<file path="src/rtl/iq_dispatch_ctrl.sv">
// Dispatch-side controller for the instruction queue: buffers decoded instructions in a
// small FIFO, feeds up to two queue dispatch ports, and sequences mispredict recovery.
module iq_dispatch_ctrl #(
    parameter int DW         = 32,
    parameter int FIFO_DEPTH = 4,
    parameter int QSLOTS     = 3,
    parameter int FLUSH_HOLD = 2
) (
    input  logic                          clock,
    input  logic                          rst_n,
    input  logic [1:0]                    dec_valid,
    input  logic [DW-1:0]                 dec_data0,
    input  logic [DW-1:0]                 dec_data1,
    output logic                          dec_ready,
    input  logic                          mispredict,
    input  logic [QSLOTS-1:0]             qValid,
    output logic [1:0]                    iqLoads,
    output logic [DW-1:0]                 iq_data0,
    output logic [DW-1:0]                 iq_data1,
    output logic [QSLOTS-1:0]             flush,
    output logic [$clog2(FIFO_DEPTH):0]   fifo_cnt,
    output logic                          busy
);

    localparam int PW = $clog2(FIFO_DEPTH);
    localparam int CW = PW + 1;
    localparam int QW = $clog2(QSLOTS + 1);
    localparam int HW = (FLUSH_HOLD > 1) ? $clog2(FLUSH_HOLD) : 1;
    localparam logic [HW-1:0] HOLD_INIT = HW'(FLUSH_HOLD - 1);

    typedef enum logic [1:0] {
        ST_RUN   = 2'd0,
        ST_FLUSH = 2'd1,
        ST_DRAIN = 2'd2
    } state_t;

    state_t          state_reg, state_next;
    logic [HW-1:0]   hold_reg, hold_next;

    logic [PW-1:0]   wr_ptr_reg, wr_ptr_next;
    logic [PW-1:0]   rd_ptr_reg, rd_ptr_next;
    logic [CW-1:0]   cnt_reg, cnt_next;
    logic [PW-1:0]   wr_ptr1, rd_ptr1;
    logic [CW-1:0]   push_n, pop_n;
    logic            push_en;
    logic            run;

    logic [QW-1:0]   qcnt [QSLOTS+1];
    logic [QW-1:0]   free;
    logic [DW-1:0]   mem_rd [FIFO_DEPTH];

    // Occupied queue slots as a running popcount chain.
    assign qcnt[0] = '0;
    generate
        for (genvar gi = 0; gi < QSLOTS; gi++) begin : g_qcnt
            assign qcnt[gi+1] = qcnt[gi] + QW'(qValid[gi]);
        end
    endgenerate
    assign free = QW'(QSLOTS) - qcnt[QSLOTS];

    // ---------------- FSM: state register ----------------
    always_ff @(posedge clock or negedge rst_n) begin
        if (!rst_n) begin
            state_reg <= ST_RUN;
            hold_reg  <= '0;
        end else begin
            state_reg <= state_next;
            hold_reg  <= hold_next;
        end
    end

    // ---------------- FSM: next state ----------------
    always_comb begin
        state_next = state_reg;
        hold_next  = hold_reg;
        case (state_reg)
            ST_RUN: begin
                if (mispredict) begin
                    state_next = ST_FLUSH;
                    hold_next  = HOLD_INIT;
                end
            end
            ST_FLUSH: begin
                if (mispredict) begin
                    hold_next = HOLD_INIT;
                end else if (hold_reg == '0) begin
                    state_next = ST_DRAIN;
                end else begin
                    hold_next = hold_reg - HW'(1);
                end
            end
            ST_DRAIN: begin
                if (mispredict) begin
                    state_next = ST_FLUSH;
                    hold_next  = HOLD_INIT;
                end else if (qValid == '0) begin
                    state_next = ST_RUN;
                end
            end
            default: begin
                state_next = ST_RUN;
                hold_next  = '0;
            end
        endcase
    end

    // ---------------- FSM: outputs ----------------
    always_comb begin
        run        = (state_reg == ST_RUN);
        busy       = !run;
        flush      = (state_reg == ST_FLUSH) ? '1 : '0;
        dec_ready  = run && (cnt_reg <= CW'(FIFO_DEPTH - 2));
        // Freed-this-cycle slots are ignored, so a load can never overflow the queue.
        iqLoads[0] = run && (cnt_reg != '0) && (free != '0);
        iqLoads[1] = run && (cnt_reg > CW'(1)) && (free > QW'(1));
    end

    // ---------------- FIFO bookkeeping ----------------
    assign push_en = dec_ready && dec_valid[0] && !mispredict;
    assign push_n  = push_en ? (dec_valid[1] ? CW'(2) : CW'(1)) : '0;
    assign pop_n   = CW'(iqLoads[0]) + CW'(iqLoads[1]);
    assign wr_ptr1 = wr_ptr_reg + PW'(1);
    assign rd_ptr1 = rd_ptr_reg + PW'(1);

    always_comb begin
        wr_ptr_next = wr_ptr_reg;
        rd_ptr_next = rd_ptr_reg;
        cnt_next    = cnt_reg;
        // Mispredict empties the FIFO and swallows any same-cycle push or pop.
        if (mispredict) begin
            wr_ptr_next = '0;
            rd_ptr_next = '0;
            cnt_next    = '0;
        end else begin
            wr_ptr_next = wr_ptr_reg + PW'(push_n);
            rd_ptr_next = rd_ptr_reg + PW'(pop_n);
            cnt_next    = cnt_reg + push_n - pop_n;
        end
    end

    always_ff @(posedge clock or negedge rst_n) begin
        if (!rst_n) begin
            wr_ptr_reg <= '0;
            rd_ptr_reg <= '0;
            cnt_reg    <= '0;
        end else begin
            wr_ptr_reg <= wr_ptr_next;
            rd_ptr_reg <= rd_ptr_next;
            cnt_reg    <= cnt_next;
        end
    end

    // Payload storage needs no reset: occupancy alone decides what is valid.
    generate
        for (genvar gi = 0; gi < FIFO_DEPTH; gi++) begin : g_entry
            logic [DW-1:0] entry_reg;
            always_ff @(posedge clock) begin
                if (push_en) begin
                    if (wr_ptr_reg == PW'(gi)) begin
                        entry_reg <= dec_data0;
                    end else if (dec_valid[1] && (wr_ptr1 == PW'(gi))) begin
                        entry_reg <= dec_data1;
                    end
                end
            end
            assign mem_rd[gi] = entry_reg;
        end
    endgenerate

    assign iq_data0 = mem_rd[rd_ptr_reg];
    assign iq_data1 = mem_rd[rd_ptr1];
    assign fifo_cnt = cnt_reg;

endmodule

</file>
<file path="config.mk">
export PLATFORM = sky130hd
export DESIGN_NAME = iq_dispatch_ctrl
export DESIGN_NICKNAME = d
export VERILOG_FILES = /design/src/rtl/iq_dispatch_ctrl.sv
export SDC_FILE = /design/constraint.sdc
export NUM_CORES = 1
export LEC_CHECK = 0
export CAP_MARGIN = 10
export CORE_ASPECT_RATIO = 1.4
export CORE_MARGIN = 1
export CORE_UTILIZATION = 50
export DETAILED_ROUTE_END_ITERATION = 12
export PLACE_DENSITY_LB_ADDON = 0.08
export SKIP_LAST_GASP = 1
export SYNTH_ARGS = -nofsm -noshare
export SYNTH_HDL_FRONTEND = slang
export SYNTH_SLANG_ARGS = --single-unit
export TNS_END_PERCENT = 10
</file>
<file path="constraint.sdc">
create_clock -name clock -period 5.1 [get_ports clock]
set_input_delay 0.765 -clock clock [delete_from_list [all_inputs] [get_ports clock]]
set_output_delay 0.765 -clock clock [all_outputs]
set_load 0.01 [all_outputs]
</file>
; ---- Yosys cells after proc, flatten, opt, wreduce, memory -nomap -nowiden
; Cells that the tools add are included.
; W data, S select, Z words.
[totals]
reg_bits = 138
elab_cells = 99
[classes]
n_reduce_logical = 29
bitwise_logic = 2
magnitude_cmp = 5
eq_ne = 13
addsub = 11
mux = 30
[op_table]
columns = operator, count
row1 = $mux W32, 12
row2 = $bmux W32 S2, 2
row3 = $mux W2, 9
row4 = $logic_and A1 B1 Y1, 11
row5 = $eq A2 B2 Y1 const B, 5
row6 = $reduce_bool A2 Y1, 5
row7 = $reduce_and A2 Y1, 4
row8 = $eq A2 B1 Y1 const B, 3
row9 = $ge A3 B3 Y1 const B, 2
row10 = $logic_not A2 Y1, 3
row11 = $mux W3, 2
row12 = $ne A2 B2 Y1 const B, 3
row13 = $not A2 Y3, 2
row14 = $pmux W2 S3, 1
row15 = $add A1 B1 Y2, 2
row16 = $add A2 B1 Y2 const B, 2
row17 = $add A2 B2 Y2, 2
row18 = $reduce_and A4 Y1, 1
row19 = $add A3 B2 Y3, 1
row20 = $gt A3 B1 Y1 const B, 1
row21 = $le A3 B2 Y1 const B, 1
row22 = $logic_not A3 Y1, 1
row23 = $mux W1, 3
row24 = $ne A3 B3 Y1 const B, 1
row25 = other kinds (10), 11

; ---- Depth between registers and ports, before layout
; Gate-level depths: netlist (run 1).
[logic_depth]
ltp_word = 8
mapped_depth = 12
mapped_depth_nobuf = 12

; ---- Worst setup path after synthesis (run 1)
; Ideal clock, no wire load.
[synth_timing]
kind = input-to-reg
startpoint = input port qValid[0]
endpoint = register cnt_reg[2], in the netlist fifo_cnt[2]
path_slack_ns = 1.815
path_stages = 11
arrival_time_ns = 3.154
t_required_ns = 4.968
setup_time_ns = 0.132
path_cell_list = inv_1 > fa_1 > nor2_1 > nor3_1 > ha_1 > inv_1 > fa_1 > inv_1 > fa_1 > xnor2_1 > nor2_1
[synth_between]
elab_chain_cells = 8
elab_cells_between_ends = 10
[synth_rtl]
columns = element, line_no
row1 = "start, declared", 16  ; input logic [QSLOTS-1:0] qValid,
row2 = $add A1 B1 Y2, 56  ; assign qcnt[gi+1] = qcnt[gi] + QW'(qValid[gi]);
row3 = $add A2 B1 Y2, 56
row4 = $sub A2 B2 Y2, 59  ; assign free = QW'(QSLOTS) - qcnt[QSLOTS];
row5 = $reduce_bool A2 Y1, 114  ; iqLoads[0] = run && (cnt_reg != '0) && (free != '0);
row6 = $logic_and A1 B1 Y1, 114
row7 = net iqLoads[0], 17  ; output logic [1:0] iqLoads,
row8 = $add A1 B1 Y2, 121  ; assign pop_n = CW'(iqLoads[0]) + CW'(iqLoads[1]);
row9 = $sub A3 B2 Y3, 137  ; cnt_next = cnt_reg + push_n - pop_n;
row10 = $mux W3, 130  ; if (mispredict) begin
row11 = net cnt_next[2], 42  ; logic [CW-1:0] cnt_reg, cnt_next;
row12 = "end signal, assigned", 149  ; cnt_reg <= cnt_next;
row13 = "end, declared", 42
; The timed path passes the listed nets, and every way through them passes these cells.
; A chain may end at the register's enable or synchronous reset.

; ---- Worst setup path in the final report (run 1)
[layout_timing]
startpoint = register rd_ptr_reg[1]
endpoint = output port iq_data0[0]
[layout_between]
elab_chain_cells = 4
[layout_rtl]
columns = element, line_no
row1 = "start, declared", 41  ; logic [PW-1:0] rd_ptr_reg, rd_ptr_next;
row2 = "start signal, assigned", 148  ; rd_ptr_reg <= rd_ptr_next;
row3 = $not A2 Y3 (implied by the code), 170  ; assign iq_data0 = mem_rd[rd_ptr_reg];
row4 = $bmux W32 S2, 170
row5 = $mux W32 (implied by the code) (2 in series), 170
row6 = "end, declared", 18  ; output logic [DW-1:0] iq_data0,
; Every way passes these cells. The select of a mux whose other input is x is not followed.

==> results of run 1 <==
-- Yosys cell counts (all sizes together) (2+ instances only) --
master	n
a21oi	7
nor3b	2
ha	5
dfrtp	10
xor2	2
mux2	128
nor2	13
fa	3
mux4	64
nor3	3
xnor2	3
nor2b	5
buf	32
inv	9
edfxtp	128
-- cells by family (layout without fill, tap and decap cells) --
family | after synthesis | in the layout | synth area share [%]
multiplexers | 192 | 192 | 37.5
flip-flops | 138 | 138 | 53.3
buffers and inverters | 42 | 196 | 3.66
AND/OR/NAND/NOR | 30 | 30 | 2.30
AO/OA/AOI/OAI | 11 | 11 | 1.07
adder cells (fa/ha/maj) | 8 | 8 | 1.60
XOR/XNOR | 5 | 5 | 0.570
-- routing by layer --
| metal | GRT usage, % | vias to the layer above | share of wire (%) |
|---|---|---|---|
| met5 | 0 | - | 0 |
| met2 | 41.2 | 173 | 54 |
| met1 | 26.3 | 2403 | 39 |
| met3 | 5.57 | 24 | 5.4 |
| li1 | - | 2026 | - |
| met4 | 8.36 | 0 | 1.5 |
-- per-stage QoR --
stage	instance area, um^2	instances	setup slack, ps	hold WS (ps)
floorplan	7680	426	1810	469
global placement	9250	740	1430	556
detailed placement	9250	740	1310	581
CTS	9880	772	1510	594
global route	9880	772	1430	626
finish	9880	772	1580	587
-- cell type report --
type	count	area, um^2
Fill cell	1093	5110
Sequential cell	138	4100
Multi-Input combinational cell	246	3350
Timing Repair Buffer	155	1530
Clock buffer	18	429
Tap cell	192	240
Clock inverter	14	196
Inverter	9	33.8
-- power breakdown --
group	switching [mW]	leakage [nW]	total (mW)	internal, mW
clock	0.489	0.297	1.31	0.821
combinational	0.495	1.66	1.26	0.769
sequential	0.104	1.28	1.41	1.31
total	1.09	3.24	3.99	2.90
-- worst paths after layout --
kind                                       endpoint  depth (start not counted)  slack (ps)                      from
max reg2reg                   fifo_cnt[2]$_DFF_PN0_                          9        2340  state_reg[1]$_DFFE_PN0P_
min                            hold_reg$_DFFE_PN0P_                          2         590      hold_reg$_DFFE_PN0P_
max in group asynchronous   rd_ptr_reg[1]$_DFF_PN0_                          1        4070                     rst_n
min in group asynchronous  state_reg[0]$_DFFE_PN0P_                          1         660                     rst_n
min reg2reg                    hold_reg$_DFFE_PN0P_                          2         590      hold_reg$_DFFE_PN0P_
max                                     iq_data0[0]                          3        1580   rd_ptr_reg[1]$_DFF_PN0_
-- worst min-delay path, cell delays in order (launching register included) --
cell     delay, ps
dfrtp_1        370
a21oi_1         80
a21oi_1        110
==> run metrics, run 1 <==
status finished clean; wire per inst 22.6 um; Yosys top cell by area edfxtp_1; FMAX 284 MHz; Final Skew 11.2 ps; commonest non-fill, non-tap cell in the layout clkdlybuf4s50_1; min cycle time layout 3520 ps; first-pass iteration count of the detailed router 4; CP bufs+invs 2; Post-CTS Setup Bufs 0; Detailed Place HPWL 10.9 mm; part of the cycle the worst path needs 68.9%; Core ar. 15000 um^2; Unique masters post-synth 32; post-DR vias/cell 5.99; synthesized area per cell 18.0 um^2; gr usage total 22.9%; Reg clk slew, reported paths 60 ps; CP Cell Sequence buf_4 -> mux4_2 -> clkdlybuf4s50_1; Core Rows 53; post-synthesis cell area 7680 um^2; critical-path maximum fanout 29; number of global-route vias before repair 4935; die outline width 107 um; RSZ-0062 raised after global routing false; Critical Path AT 2750 ps; crit path capture type primary output; register bit total from synthesis 138; largest buffer count on any clock path 2; utilization after layout 65.9%; layout cells sized above 1 42.2%; largest net degree at the start of global routing 37; Final setup viols 0; Hold Crit Class register to register; relative max-transition margin 35.1%; GPL Wtd Cong 0.725; max-cap viol count 0; DRC violation total after the first TritonRoute iteration 197; H-tree level count 4; Area contributors post-synth edfxtp_1 (50%), mux4_2 (19%), mux2_2 (18%); Yosys top cell area share 50.0%; CP top delay family buffers and inverters; Leakage 3.24 nW; DRC viols 0; Final TNS setup 0 ps; synth warn 0; CTS root buffer clkbuf_16; Final Hold Vio Count 0; clock latency on the worst-skew pair 420 ps; synth-to-layout area growth 28.5%; Worst path max stage delay 790 ps; Post-synth EDFFs 128; ys async rst share 7.25%; CP required 4340 ps; Post-Syn Instances 426; CTS tree built; Final Slew Violations 0; post-detailed-route count of antenna-violating nets 0; # IOs 146; Net Count, Synth 506; ant diodes 0; initial antenna violation count 0; Tightest Pin Transition 974 ps; cell at the slowest stage of the critical path dfrtp_4; Total Wirelength 17.4 mm; port buffer count 145; register area share after synthesis 53.3%; most frequent cells in the layout clkdlybuf4s50_1 (145), edfxtp_1 (128), mux2_2 (126); first-pass GRT wire length 26.5 mm; via count 4626; peak supply drop 0.000210 V; TritonCTS Buffers 17; CTS Hold Bufs 0; Pwr Density 404 nW/um^2; critical path type register to primary output; dominant synthesized flop cell edfxtp_1; gr ovfl total 0; max FFs per register 128; final net count 647; TritonCTS Sinks 138; Starting Density 51.3%; Die ar. 15900 um^2; PostCTS Resize Cnt 0; die span in y 149 um; Total Power 3.99 mW; critical path launch point type register
Note: power is estimated with default switching activity, not from simulation.
==> run 2: changes to the inputs <==
Clock period 5.1 ns to 3.25 ns, I/O delays scaled along.
==> run metrics, run 2 (synthesis results as in run 1) <==
status finished clean (unchanged); Post-CTS Setup Bufs 0 (unchanged); min cycle time layout 3030 ps; critical path launch point type input pin (was register); clock latency on the worst-skew pair 410 ps (was 420 ps); Total Wirelength 17.5 mm (was 17.4 mm); Filler cells 1077 (was 1093); max FFs per register 128 (unchanged); PostCTS Resize Cnt 0 (unchanged); Starting Density 51.3% (unchanged); via count 4657 (was 4626); Worst path max stage delay 540 ps (was 790 ps); Sw Pwr 1.72 mW (was 1.09 mW); Flop pwr share 35.2% (was 35.4%); TritonCTS Buffers 17 (unchanged); Hold Crit Class input pin to asynchronous set/reset pin (was register to register); TritonCTS Sinks 138 (unchanged); final net count 656 (was 647); largest buffer count on any clock path 2 (unchanged); ant diodes 0 (unchanged); Core Rows 53 (unchanged); # IOs 146 (unchanged); wire per inst 22.4 um (was 22.6 um); commonest non-fill, non-tap cell in the layout clkdlybuf4s50_1 (unchanged); Final Hold Vio Count 0 (unchanged); CP required 3550 ps (was 4340 ps); Clock Power Share 31.5% (was 32.9%); max-cap viol count 0 (unchanged); switching share of power 27.6% (was 27.3%); die span in y 149 um (unchanged); Core ar. 15000 um^2 (unchanged); r2r endpoint fifo_cnt[2]$_DFF_PN0_ (unchanged); post-detailed-route count of antenna-violating nets 0 (unchanged); number of global-route vias before repair 5179 (was 4935); R2R Setup Slk 510 ps (was 2340 ps); CTS root buffer clkbuf_16 (unchanged); gr usage total 23.5% (was 22.9%); DRC viols 0 (unchanged); Reg2Reg Launch Point state_reg[1]$_DFFE_PN0P_ (unchanged); Total Power 6.21 mW (was 3.99 mW); post-route setup slack 217 ps (was 1580 ps); peak supply drop 0.000361 V (was 0.000210 V); CTS tree built (unchanged); pre-CTS setup slack -203 ps (was 1310 ps); Critical Path AT 3340 ps (was 2750 ps); cells on worst reg2reg path 9 (unchanged); Worst Setup SP qValid[0] (was rd_ptr_reg[1]$_DFF_PN0_); Gate power share 33.3% (was 31.7%); first-pass iteration count of the detailed router 4 (unchanged); crit path capture type register (was primary output); relative max-transition margin 60.5% (was 35.1%); CP Cell Sequence clkdlybuf4s50_1 -> inv_1 -> fa_1 -> nor2_1 -> nor3_1 -> ha_1 -> inv_1 -> fa_1 -> inv_1 -> fa_1 -> xnor2_1 -> nor2_1 (was buf_4 -> mux4_2 -> clkdlybuf4s50_1); Final Slew Violations 0 (unchanged); RSZ-0062 raised after global routing false (unchanged); Pwr Density 623 nW/um^2 (was 404 nW/um^2); port buffer count 145 (unchanged); largest net degree at the start of global routing 33 (was 37); die outline width 107 um (unchanged); critical-path maximum fanout 2 (was 29); layout cells sized above 1 43.1% (was 42.2%); Leakage 3.28 nW (was 3.24 nW); post-DR vias/cell 5.96 (was 5.99); Die ar. 15900 um^2 (unchanged); CTS Hold Bufs 0 (unchanged); Final setup viols 0 (unchanged); Final Skew 7.98 ps (was 11.2 ps); internal power 4.50 mW (was 2.90 mW); first-pass GRT wire length 27.5 mm (was 26.5 mm); critical path type input pin to register (was register to primary output); synth-to-layout area growth 29.8% (was 28.5%); part of the cycle the worst path needs 93.3%; GPL Wtd Cong 0.735 (was 0.725); gr ovfl total 0 (unchanged); Detailed Place HPWL 11.6 mm (was 10.9 mm); most frequent cells in the layout clkdlybuf4s50_1 (145), edfxtp_1 (128), mux2_2 (126) (unchanged); cell at the slowest stage of the critical path fa_1 (was dfrtp_4); Reg clk slew, reported paths 60 ps (about the same); H-tree level count 4 (unchanged); Tightest Pin Transition 591 ps (was 974 ps); DRC violation total after the first TritonRoute iteration 251 (was 197); initial antenna violation count 0 (unchanged); FMAX 330 MHz
[run 2: power groups by stage]
stage	logic (mW)	registers [mW]	clock network (mW)
detailed placement	2.08	2.23	0
global route	2.20	2.21	2.05
floorplan	1.19	2.15	0
finish	2.07	2.19	1.96
global placement	2.04	2.22	0
CTS	2.09	2.19	1.98
[run 2: how the worst max path moves through the flow]
stage                                       end  slack (ps)  depth (start not counted)
after floorplan           fifo_cnt[2]$_DFF_PN0_         240                         11
after global placement    fifo_cnt[2]$_DFF_PN0_        -110                         12
after detailed placement  fifo_cnt[2]$_DFF_PN0_        -200                         12
after CTS                          iq_data1[21]         220                          3
after global routing      fifo_cnt[2]$_DFF_PN0_          90                         12
final                     fifo_cnt[2]$_DFF_PN0_         220                         12
[run 2: routing by layer]
metal  part of all wire (%)  global-route usage, %  up-vias
met5                      0                      0        -
met4                    2.1                   9.38        0
met3                    5.7                   5.78       30
met2                     54                   42.2      166
met1                     38                   26.5     2413
li1                       -                      -     2048
[run 2: layout make-up]
class | instances | area (um^2) | share of cell area, %
Sequential cell | 138 | 4100 | 41.1
Multi-Input combinational cell | 246 | 3350 | 33.6
Timing Repair Buffer | 164 | 1640 | 16.5
Clock buffer | 18 | 429 | 4.30
Tap cell | 192 | 240 | 2.41
Clock inverter | 14 | 175 | 1.76
Inverter | 9 | 33.8 | 0.339
[run 2: worst max-delay path: cells and delay by family]
| family | cells | cell delay, ps |
|---|---|---|
| XOR/XNOR | 1 | 180 |
| adder cells (fa/ha/maj) | 4 | 1690 |
| buffers and inverters | 4 | 660 |
| AND/OR/NAND/NOR | 3 | 310 |
[run 2: metrics by stage]
stage	util [%]	cells	TNS (ps)	instance area (um^2)	hold WS, ps
finish	66.5	781	0	9970	395
global route	66.5	781	0	9970	425
CTS	66.5	781	0	9970	396
detailed placement	62.5	749	-312	9370	578
global placement	62.5	749	-150	9370	556
floorplan	-	426	0	7680	192
